--- src/rtl/sto2bin_pkg.sv ---
// rtl/sto2bin_pkg.sv - shared types and helpers for the stochastic-to-binary decoder
//
// Contents:
//   state_t     FSM states IDLE, ACCUM, DONE
//   MAX_WIDTH   largest supported window exponent
//   to_bipolar  ones-count -> two's-complement offset (ones - N/2), N = 2^width

package sto2bin_pkg;

    localparam int unsigned MAX_WIDTH = 16;

    typedef enum logic [1:0] {
        IDLE  = 2'd0,
        ACCUM = 2'd1,
        DONE  = 2'd2
    } state_t;

    // The result is carried at the widest supported size.
    // Callers keep the low width+1 bits, which are the exact two's-complement
    // value because the result always lies in -N/2..+N/2.
    function automatic logic [MAX_WIDTH:0] to_bipolar(
        input logic [MAX_WIDTH:0] ones,
        input int unsigned        width
    );
        logic [MAX_WIDTH:0] half;
        half = (MAX_WIDTH+1)'(1) << (width - 1);
        return ones - half;
    endfunction

endpackage

--- src/rtl/sto2bin_win_counter.sv ---
// rtl/sto2bin_win_counter.sv - paired bit/ones counters for one accumulation window
//
// Ports:
//   clk, rst_n  clock, asynchronous active-low reset
//   clear       restart the window (a bit enabled in the same cycle becomes bit 1)
//   en          accept bit_in this cycle
//   bit_in      stream bit
//   ones_cnt    ones counted so far in the window (0..N)
//   terminal    the bit being accepted now is the N-th of the window

module win_counter #(
    parameter int unsigned WIDTH = 8
) (
    input  logic             clk,
    input  logic             rst_n,
    input  logic             clear,
    input  logic             en,
    input  logic             bit_in,
    output logic [WIDTH:0]   ones_cnt,
    output logic             terminal
);

    localparam logic [WIDTH:0] LAST_IDX = {1'b0, {WIDTH{1'b1}}};

    logic [WIDTH:0] bit_cnt;
    logic [WIDTH:0] bit_ext;

    assign bit_ext = {{WIDTH{1'b0}}, bit_in};

    // A clearing cycle restarts at bit 1, so it can never be the N-th bit.
    assign terminal = en && !clear && (bit_cnt == LAST_IDX);

    always_ff @(posedge clk or negedge rst_n) begin
        if (!rst_n) begin
            bit_cnt  <= '0;
            ones_cnt <= '0;
        end else if (clear) begin
            bit_cnt  <= en ? {{WIDTH{1'b0}}, 1'b1} : '0;
            ones_cnt <= en ? bit_ext : '0;
        end else if (en) begin
            bit_cnt  <= bit_cnt + {{WIDTH{1'b0}}, 1'b1};
            ones_cnt <= ones_cnt + bit_ext;
        end
    end

endmodule

--- src/rtl/sto2bin.sv ---
// rtl/sto2bin.sv - stochastic-to-binary decoder with valid/ready result output
//
// Counts the ones in a window of N = 2^WIDTH accepted stream bits and presents
// the count on out_data with a valid/ready handshake.
// Build option: STO2BIN_BIPOLAR_EN selects out_data = ones - N/2 (two's
// complement); otherwise out_data is the unsigned ones-count.
//
// Ports:
//   clk, rst_n  clock, asynchronous active-low reset
//   start       begin (or restart) a window
//   in_valid    in carries a stream bit this cycle
//   in          stream bit
//   busy        accumulating
//   out_valid   out_data holds a completed result
//   out_ready   consumer accepts out_data
//   out_data    result word, WIDTH+1 bits

module sto2bin
    import sto2bin_pkg::*;
#(
    parameter int unsigned WIDTH = 8
) (
    input  logic             clk,
    input  logic             rst_n,
    input  logic             start,
    input  logic             in_valid,
    input  logic             in,
    output logic             busy,
    input  logic             out_ready,
    output logic             out_valid,
    output logic [WIDTH:0]   out_data
);

    state_t         state;
    state_t         state_next;
    logic           clear;
    logic           count_en;
    logic           terminal;
    logic [WIDTH:0] ones_cnt;
    logic [WIDTH:0] ones_final;
    logic [WIDTH:0] result_d;

    assign count_en = in_valid && (state == ACCUM);

    win_counter #(
        .WIDTH (WIDTH)
    ) u_win_counter (
        .clk      (clk),
        .rst_n    (rst_n),
        .clear    (clear),
        .en       (count_en),
        .bit_in   (in),
        .ones_cnt (ones_cnt),
        .terminal (terminal)
    );

    // The counter register has not yet absorbed the last bit when terminal
    // fires, so fold it in here.
    assign ones_final = ones_cnt + {{WIDTH{1'b0}}, in};

`ifdef STO2BIN_BIPOLAR_EN
    assign result_d = (WIDTH+1)'(to_bipolar((MAX_WIDTH+1)'(ones_final), WIDTH));
`else
    assign result_d = ones_final;
`endif

    always_ff @(posedge clk or negedge rst_n) begin
        if (!rst_n) begin
            state <= IDLE;
        end else begin
            state <= state_next;
        end
    end

    always_comb begin
        state_next = state;
        clear      = 1'b0;
        case (state)
            IDLE: begin
                if (start) begin
                    state_next = ACCUM;
                    clear      = 1'b1;
                end
            end
            ACCUM: begin
                if (start) begin
                    clear = 1'b1;
                end else if (terminal) begin
                    state_next = DONE;
                end
            end
            DONE: begin
                // start without a handshake is ignored so the held result
                // cannot be overwritten before it is consumed.
                if (out_ready) begin
                    if (start) begin
                        state_next = ACCUM;
                        clear      = 1'b1;
                    end else begin
                        state_next = IDLE;
                    end
                end
            end
            default: begin
                state_next = IDLE;
            end
        endcase
    end

    always_ff @(posedge clk or negedge rst_n) begin
        if (!rst_n) begin
            out_data <= '0;
        end else if (terminal && state == ACCUM) begin
            out_data <= result_d;
        end
    end

    assign busy      = (state == ACCUM);
    assign out_valid = (state == DONE);

endmodule
--- config.mk ---
export PLATFORM = sky130hd
export DESIGN_NAME = sto2bin
export DESIGN_NICKNAME = d
export VERILOG_FILES = /design/src/rtl/sto2bin_pkg.sv /design/src/rtl/sto2bin_win_counter.sv /design/src/rtl/sto2bin.sv
export SDC_FILE = /design/constraint.sdc
export NUM_CORES = 1
export LEC_CHECK = 0
export ABC_AREA = 1
export ABC_CLOCK_PERIOD_IN_PS = 2200
export BUFFER_PORTS_ARGS = -buffer_cell sky130_fd_sc_hd__buf_2
export CORE_ASPECT_RATIO = 0.75
export CORE_MARGIN = 4
export CORE_UTILIZATION = 60
export CTS_BUF_LIST = sky130_fd_sc_hd__clkbuf_8
export CTS_CLUSTER_DIAMETER = 120
export DETAILED_ROUTE_END_ITERATION = 12
export GPL_ROUTABILITY_DRIVEN = 0
export GPL_TIMING_DRIVEN = 0
export PLACE_DENSITY = 0.89
export RECOVER_POWER = 25
export SYNTH_ARGS = -nofsm -noshare
export SYNTH_HDL_FRONTEND = slang
export SYNTH_SLANG_ARGS = --single-unit
--- constraint.sdc ---
create_clock -name clk -period 2.2 [get_ports clk]
set_clock_uncertainty 0.2 [all_clocks]
set_input_delay 0.11 -clock clk [delete_from_list [all_inputs] [get_ports clk]]
set_output_delay 0.11 -clock clk [all_outputs]
set_load 0.01 [all_outputs]
# Yosys cells after proc, flatten, opt, wreduce, memory -nomap -nowiden
# Cells that the tools add are included.
# word_totals
regBits	29
out_inout_bits	11
wordCells	37
# op_classes
addsub	2
n_eq_ne	7
n_mux	15
reduce_logical	9
# ops
operator	n
$mux W9	4
$add A9 B1 Y9	1
$add A9 B1 Y9 const B	1
$eq A9 B8 Y1 const B	1
$mux W2	4
$ne A2 B2 Y1 const B	3
$pmux W2 S3	1
$mux W1	5
$logic_and A1 B1 Y1	4
$reduce_and A4 Y1	1
$eq A2 B1 Y1 const B	1
$eq A2 B2 Y1 const B	1
$logic_not A2 Y1	1
$ne A2 B1 Y1 const B	1
$pmux W1 S2	1
$reduce_bool A2 Y1	1
$reduce_or A2 Y1	1
$logic_not A1 Y1	1

# Depth between registers and ports, before layout
# Gate-level depths: netlist of run 1.
# logic_depth
ltp_word	9
ltp_mapped	9
ltp_nobuf	9

# Modules after synthesis
# A second synthesis of run 1 with hierarchy kept.
# hier_totals
cells_unflattened	211
hier_area_um2	1639.1
# modules_own_cells
module	instances	cells_per_inst	area_each_um2
win_counter	1	120	968.4
sto2bin	1	91	670.6

# Least setup slack after synthesis of run 1
# OpenSTA, ideal clock, no wires.
# synth_timing
kind	register -> register
from	reg u_win_counter.bit_cnt[0]
to	reg state[0]
arrival_ns	1.408
t_required_ns	1.870
path_slack_ns	0.462
stages_incl_launch_ff	9
n_path_buf	1
cell_sequence	dfrtp_1 -> ha_1 -> nand3_1 -> nor4_1 -> ha_1 -> inv_1 -> nor2_2 -> buf_4 -> o21ai_0
# synth_between
elab_chain_cells	4
# synth_lines
element	line	rtl
start, declared	sto2bin_win_counter.sv:25	logic [WIDTH:0] bit_cnt;
start signal, assigned	sto2bin_win_counter.sv:38	bit_cnt <= en ? {{WIDTH{1'b0}}, 1'b1} : '0;
start signal, assigned	sto2bin_win_counter.sv:41	bit_cnt <= bit_cnt + {{WIDTH{1'b0}}, 1'b1};
$eq A9 B8 Y1	sto2bin_win_counter.sv:31	assign terminal = en && !clear && (bit_cnt == LAST_IDX);
$logic_and A1 B1 Y1	sto2bin_win_counter.sv:31	
$ne A2 B1 Y1 (no line)	-	
$reduce_and A4 Y1 (no line)	-	
end signal, assigned	sto2bin.sv:71	state <= state_next;
end, declared	sto2bin.sv:34	state_t state;
# No other way between the ends.
# A chain may end at the register's enable or synchronous reset.

# Worst setup path after layout of run 1
# layout_timing
from	reg u_win_counter.bit_cnt[0]
to	reg out_data[5]
# layout_between
elab_chain_cells	3
# layout_lines
element	line	rtl
$eq A9 B8 Y1	sto2bin_win_counter.sv:31	
$logic_and A1 B1 Y1	sto2bin_win_counter.sv:31	
$logic_and A1 B1 Y1	sto2bin.sv:113	end else if (terminal && state == ACCUM) begin
end signal, assigned	sto2bin.sv:114	out_data <= result_d;
end, declared	sto2bin.sv:31	output logic [WIDTH:0] out_data
# No other way between the ends.

==> results of run 1 <==
[timing repair]
| action | 4_1_cts | 5_1_grt |
|---|---|---|
| hold buffers | 5 | 0 |
| buffers inserted | 0 | 0 |
| hold endpoints to repair | 33 | 0 |
| resized for setup | 0 | 1 |
| setup endpoints to repair | 0 | 4 |
[synthesized netlist by cell type, types with 2 or more instances]
cell | instances | area [um^2]
a21oi_1 | 2 | 10.01
dfrtp_1 | 29 | 725.7
ha_1 | 4 | 50.05
inv_1 | 23 | 86.33
inv_2 | 4 | 15.01
nand2_1 | 74 | 277.8
nand3_1 | 18 | 90.09
nand4_1 | 6 | 37.54
nor2_1 | 10 | 37.54
o21ai_0 | 6 | 30.03
o21ai_2 | 6 | 52.55
xor2_1 | 3 | 26.28
[logic make-up (layout without fill, tap and decap cells)]
logic type	count (synthesis)	after routing	share of synthesized area
DFF	29	29	0.4719
AOI/OAI and AO/OA	17	17	0.07812
and+or+nand+nor	113	113	0.3214
adders and majority gates	4	4	0.03255
buffers and inverters	30	59	0.07892
xor gates and xnor gates	3	3	0.01709
[worst max-delay path by stage]
| stage | start | end | slack (ps) | cells past startpoint |
|---|---|---|---|---|
| floorplan | u_win_counter.bit_cnt[0] | state[0] | 460 | 8 |
| global placement | u_win_counter.bit_cnt[0] | state[0] | 270 | 8 |
| detailed placement | u_win_counter.bit_cnt[0] | out_data[5] | 240 | 9 |
| CTS | u_win_counter.bit_cnt[0] | out_data[5] | 210 | 9 |
| global route | u_win_counter.bit_cnt[0] | out_data[8] | 20 | 9 |
| finish | u_win_counter.bit_cnt[0] | out_data[5] | 200 | 9 |
[placed cells by master, fill, tap and decap left out, types with 4 or more instances in the layout]
master	synthesis	final
nand2_1	74	74
buf_2	0	6
inv_1	23	23
nand4_1	6	6
ha_1	4	4
nand3_1	18	18
o21ai_0	6	6
nor2_1	10	10
dlygate4sd3_1	0	5
clkbuf_8	0	7
dfrtp_1	29	29
o21ai_2	6	6
inv_2	4	4
clkbuf_1	0	9
[layout make-up]
class | count | area share
buffer | 1 | 0.004155
sequential | 29 | 0.4017
inverter | 29 | 0.06302
tap | 34 | 0.02355
multi-input combinational | 137 | 0.3857
clock inverter | 1 | 0.002770
clock buffer | 7 | 0.05332
timing repair buffer | 21 | 0.06579
[sequential cells by signal, summed over array words and instances, names as in the netlist]
signal                  flops
u_win_counter.ones_cnt      9
u_win_counter.bit_cnt       9
out_data                    9
state                       2
[per-layer routing]
layer  share of wire  track usage  routed length [um]  vias to the layer above
li1                -            -                   -                      678
met1            0.42       0.2799                1445                      643
met2            0.49       0.3987                1704                       47
met3           0.078      0.07559                 269                        7
met4           0.011      0.08108                  39                        0
met5               0            0                   0                        -
[critical path, stage by stage (launching register included)]
cell and delay, ps:
dfrtp_1 430, ha_1 250, nand3_1 140, nor4_2 170, ha_1 180, inv_1 50, nor2_2 150, buf_4 200
nand3_1 90, nand2_1 60
[report_power, final]
part	internal, mW	switching [mW]	total, mW
Clock	0.282	0.202	0.485
Sequential	0.545	0.0124	0.557
Combinational	0.0312	0.0656	0.0968
[metrics by stage]
stage / area, um^2 / instances / util / hold slack [ps] / setup slack (ps)
finish: 1807 / 259 / 0.7640 / 202.2 / 203.8
global route: 1807 / 259 / 0.7640 / 281.1 / 17.50
CTS: 1812 / 259 / 0.7661 / 205.6 / 209.2
detailed placement: 1660 / 246 / 0.7021 / -32.00 / 238.3
global placement: 1660 / 246 / 0.7021 / -39.22 / 274.6
floorplan: 1538 / 196 / - / -385.6 / 462.1
==> impl_metrics.ini, run 1 <==
[synthesis]
synthesis.nets = 206
synth-seq-cells = 29
netlist_area_um2 = 1538
ys_warn_count = 0
ys.flop_type = dfrtp_1
synth_edf_count = 0
synthCells = 196
syn_area_per_cell_um2 = 7.846
ys_seq_area_frac = 0.4719
ys_types = 23
async_flop_share = 1.000

[cts]
ctsHtreeMaxLevel = 2
clk_path_buf_depth = 2
numCtsBuffers = 5
clock-root-buffer = clkbuf_8
clk_pin_slew_ps = 60
cts_sinks = 29
clk_latency_ps = 280
cts_tree = built

[placed_design]
dp_hpwl_mm = 2.409
portBuffers = 16

[critical_path]
cp_data_required_time_ps = 2220
worst-path-max-fanout = 10
end_kind = flop
startpoint_type = flop
path_class = reg -> reg
r2r_slack_ps = 200
r2r-start = u_win_counter.bit_cnt[0]
cp.arrival_ps = 2020
reg2reg_depth = 9
rr_endpoint = out_data[5]

[route]
via_per_inst = 5.309
drt_iter0_markers = 72
vias = 1375
drt_wl_total_mm = 3.459
dr.pass1.iters = 5
drc = 0
post_drt_wl_per_cell_um = 13.36
ant_nets = 0

[cells_and_area]
syn2layout_area_growth_pct = 17.49
layout.nets = 234
seqCellArea_um2 = 725.7
drive_gt1_frac = 0.1467
fill_cells = 176
multi_input_area_um2 = 696.9
diodes = 0

[global_route]
grtUsageTotal = 0.2346
grt-ovfl-total = 0
grt_max_degree = 30
antenna_found_initial = 0
grt_pass1_vias = 1370
grt_first_pass_wirelength_mm = 5.885

[run]
maxCapViolCount = 0

[sta]
fmax_ghz = 0.5010
min_period_over_period = 0.9073
setup_tns_ps = 0
period_needed_ps = 1996
slew_violations = 0
tightest_slew_ps = 696.9
relSlewSlack = 0.5354
finalSetupViolCount = 0
rsz0062_at_grt = no
hold_viol_final = 0

[pwr]
p_leak_nw = 0.9463
vdd_drop_max_v = 0.0004600
power_mw = 1.139
powerDensity_nw_per_um2 = 630.2

[floorplanning]
rows = 15
dieArea_um2 = 3445
die-width_um = 66.46
die_y_um = 51.84
core-area_um2 = 2365
top_level_ports = 17
start_util = 0.6503

[outcome]
status = finished, final reports clean

[min_path]
min_path_type = in -> async
No activity file was read; power rests on OpenSTA's default activity.
==> inputs of run 2 (changes only) <==
--- a/config.mk
+++ b/config.mk
@@ -6,17 +6,17 @@
 export NUM_CORES = 1
 export LEC_CHECK = 0
 export ABC_AREA = 1
-export ABC_CLOCK_PERIOD_IN_PS = 2200
+export ABC_CLOCK_PERIOD_IN_PS = 2300
 export BUFFER_PORTS_ARGS = -buffer_cell sky130_fd_sc_hd__buf_2
 export CORE_ASPECT_RATIO = 0.75
 export CORE_MARGIN = 4
-export CORE_UTILIZATION = 60
+export CORE_UTILIZATION = 64
 export CTS_BUF_LIST = sky130_fd_sc_hd__clkbuf_8
 export CTS_CLUSTER_DIAMETER = 120
 export DETAILED_ROUTE_END_ITERATION = 12
 export GPL_ROUTABILITY_DRIVEN = 0
 export GPL_TIMING_DRIVEN = 0
-export PLACE_DENSITY = 0.89
+export PLACE_DENSITY = 0.94
 export RECOVER_POWER = 25
 export SYNTH_ARGS = -nofsm -noshare
 export SYNTH_HDL_FRONTEND = slang
==> constraint.sdc (replaced) <==
create_clock -name clk -period 2.3 [get_ports clk]
set_clock_uncertainty 0.2 [all_clocks]
set_input_delay 0.115 -clock clk [delete_from_list [all_inputs] [get_ports clk]]
set_output_delay 0.115 -clock clk [all_outputs]
set_load 0.01 [all_outputs]
==> run 2 against run 1 <==
Against the previous run:
- via count is 1.2% higher
- clock-buffer cell count is 1 lower
- the flow now finishes with violations (capacitance limit, slew limit)
- highest routed layer unchanged
- non-clock buffer count stayed put
- sequential power is 4.3% lower
==> impl_metrics.ini, run 2 (synthesis gave the netlist of run 1 again) <==
[placed_design]
portBuffers = 16
preCtsSetupSlack_ps = 391.2
dp_hpwl_mm = 2.187
dp.cells = 246

[cts]
cts_sinks = 29
clk_pin_slew_ps = 60
ctsHtreeMaxLevel = 2
clk_path_buf_depth = 2
clk_latency_ps = 290
cts_tree = built
clock-root-buffer = clkbuf_8
numCtsBuffers = 5

[floorplanning]
die_y_um = 50.45
top_level_ports = 17
dieArea_um2 = 3259
core-area_um2 = 2290
start_util = 0.6716
die-width_um = 64.60
rows = 15

[route]
via_per_inst = 5.391
vias = 1391
drt_iter0_markers = 86
drt_wl_total_mm = 3.325
dr.pass1.iters = 4
met2WireLength_mm = 1.491
drc = 0
m1WireLength_mm = 1.557
met3_wirelength_um = 206
highest-signal-layer = met4
ant_nets = 0
post_drt_wl_per_cell_um = 12.89

[critical_path]
end_kind = flop
path_delay_family = simple AND/OR/NAND/NOR gates
worst-path-max-fanout = 10
crit_slowest_cell = dfrtp_1
reg2reg_depth = 9
crit_buf_inv = 2
crit_chain = ha_1 -> nand3_1 -> nor4_1 -> ha_1 -> inv_1 -> nor2_2 -> buf_4 -> nand3_1 -> nand2_1
cp.arrival_ps = 2020
max_stage_delay_ps = 420
path_class = reg -> reg
crit_cells = 9
startpoint_type = flop
cp_data_required_time_ps = 2330

[sta]
setup_tns_ps = 0
finalSetupViolCount = 0
relSlewSlack = -0.03081
min_period_over_period = 0.8654
period_needed_ps = 1990
fmax_ghz = 0.5024
slew_violations = 30
tightest_slew_ps = 1546
rsz0062_at_grt = no
hold_viol_final = 0
setup_ws_ps = 309.6

[run]
maxCapViolCount = 1

[cells_and_area]
stdcell_count = 258
seqCellArea_um2 = 725.7
fill_cells = 152
final_cell_mix = 74 x nand2_1, 29 x dfrtp_1, 24 x inv_1, 18 x nand3_1, 12 x buf_2
reg.largest.list = out_data (9), u_win_counter.bit_cnt (9), u_win_counter.ones_cnt (9)
drive_gt1_frac = 0.1563
syn2layout_area_growth_pct = 16.52
multi_input_area_um2 = 690.7
layout_commonest_cell = nand2_1
layout.nets = 234
diodes = 0

[global_route]
grt_first_pass_wirelength_mm = 5.975
antenna_found_initial = 0
grt_max_degree = 30
grt_pass1_vias = 1352
grt-ovfl-total = 0
grtUsageTotal = 0.2468

[outcome]
violations = capacitance limit, slew limit
status = finished, violations left

[pwr]
vdd_drop_max_v = 0.0004732
power_mw = 1.043
powerDensity_nw_per_um2 = 581.9
p_leak_nw = 0.9641

[min_path]
min_path_type = reg -> reg
whs_path_depth = 2
[run 2: worst paths after layout]
path	from	end	slack [ps]
worst min-delay path	out_data[1]	out_data[1]	270
min in group asynchronous	rst_n	u_win_counter.bit_cnt[7]	550
worst min register to register	out_data[1]	out_data[1]	270
worst max-delay path	u_win_counter.bit_cnt[0]	out_data[5]	310
worst max register to register	u_win_counter.bit_cnt[0]	out_data[5]	310
max in group asynchronous	rst_n	u_win_counter.ones_cnt[8]	440
[run 2: through the flow]
| stage | area [um^2] | hold WS [ps] | util |
|---|---|---|---|
| 4_1_cts | 1797 | 202.9 | 0.7847 |
| 5_1_grt | 1792 | 278.5 | 0.7825 |
| 6_report | 1792 | 269.9 | 0.7825 |
| 2_1_floorplan | 1538 | -380.6 | - |
| 3_3_place_gp | 1660 | -28.00 | 0.7251 |
| 3_5_place_dp | 1660 | -29.27 | 0.7251 |
[run 2: area by class of cell]
class	instances	area share
Timing Repair Buffer	21	0.06983
Sequential cell	29	0.4050
Inverter	29	0.06355
Multi-Input combinational cell	137	0.3855
Tap cell	34	0.02374
Clock inverter	1	0.002095
Clock buffer	6	0.04609
Buffer	1	0.004190
[run 2: power breakdown]
part	leakage [nW]	internal, mW	switching (mW)
Clock	0.0485	0.232	0.184
Sequential	0.397	0.521	0.0117
Combinational	0.519	0.0302	0.0630
Total	0.964	0.783	0.259
[run 2: routing by layer]
metal,global-route usage,up-vias
li1,-,680
met1,0.3222,656
met2,0.3938,47
met3,0.06040,8
met4,0.1053,0
met5,0,-
[run 2: worst register-to-register path, delay by kind of cell, from the launching register on]
family                     cells  cell delay, ps
and+or+nand+nor                5             620
buffers and inverters          2             250
adders and majority gates      2             440
DFF                            1             420
[run 2: timing repair]
action,4_1_cts,5_1_grt
hold buffers,5,0
hold endpoints to repair,33,0
resized for setup,0,0
buffers inserted,0,0
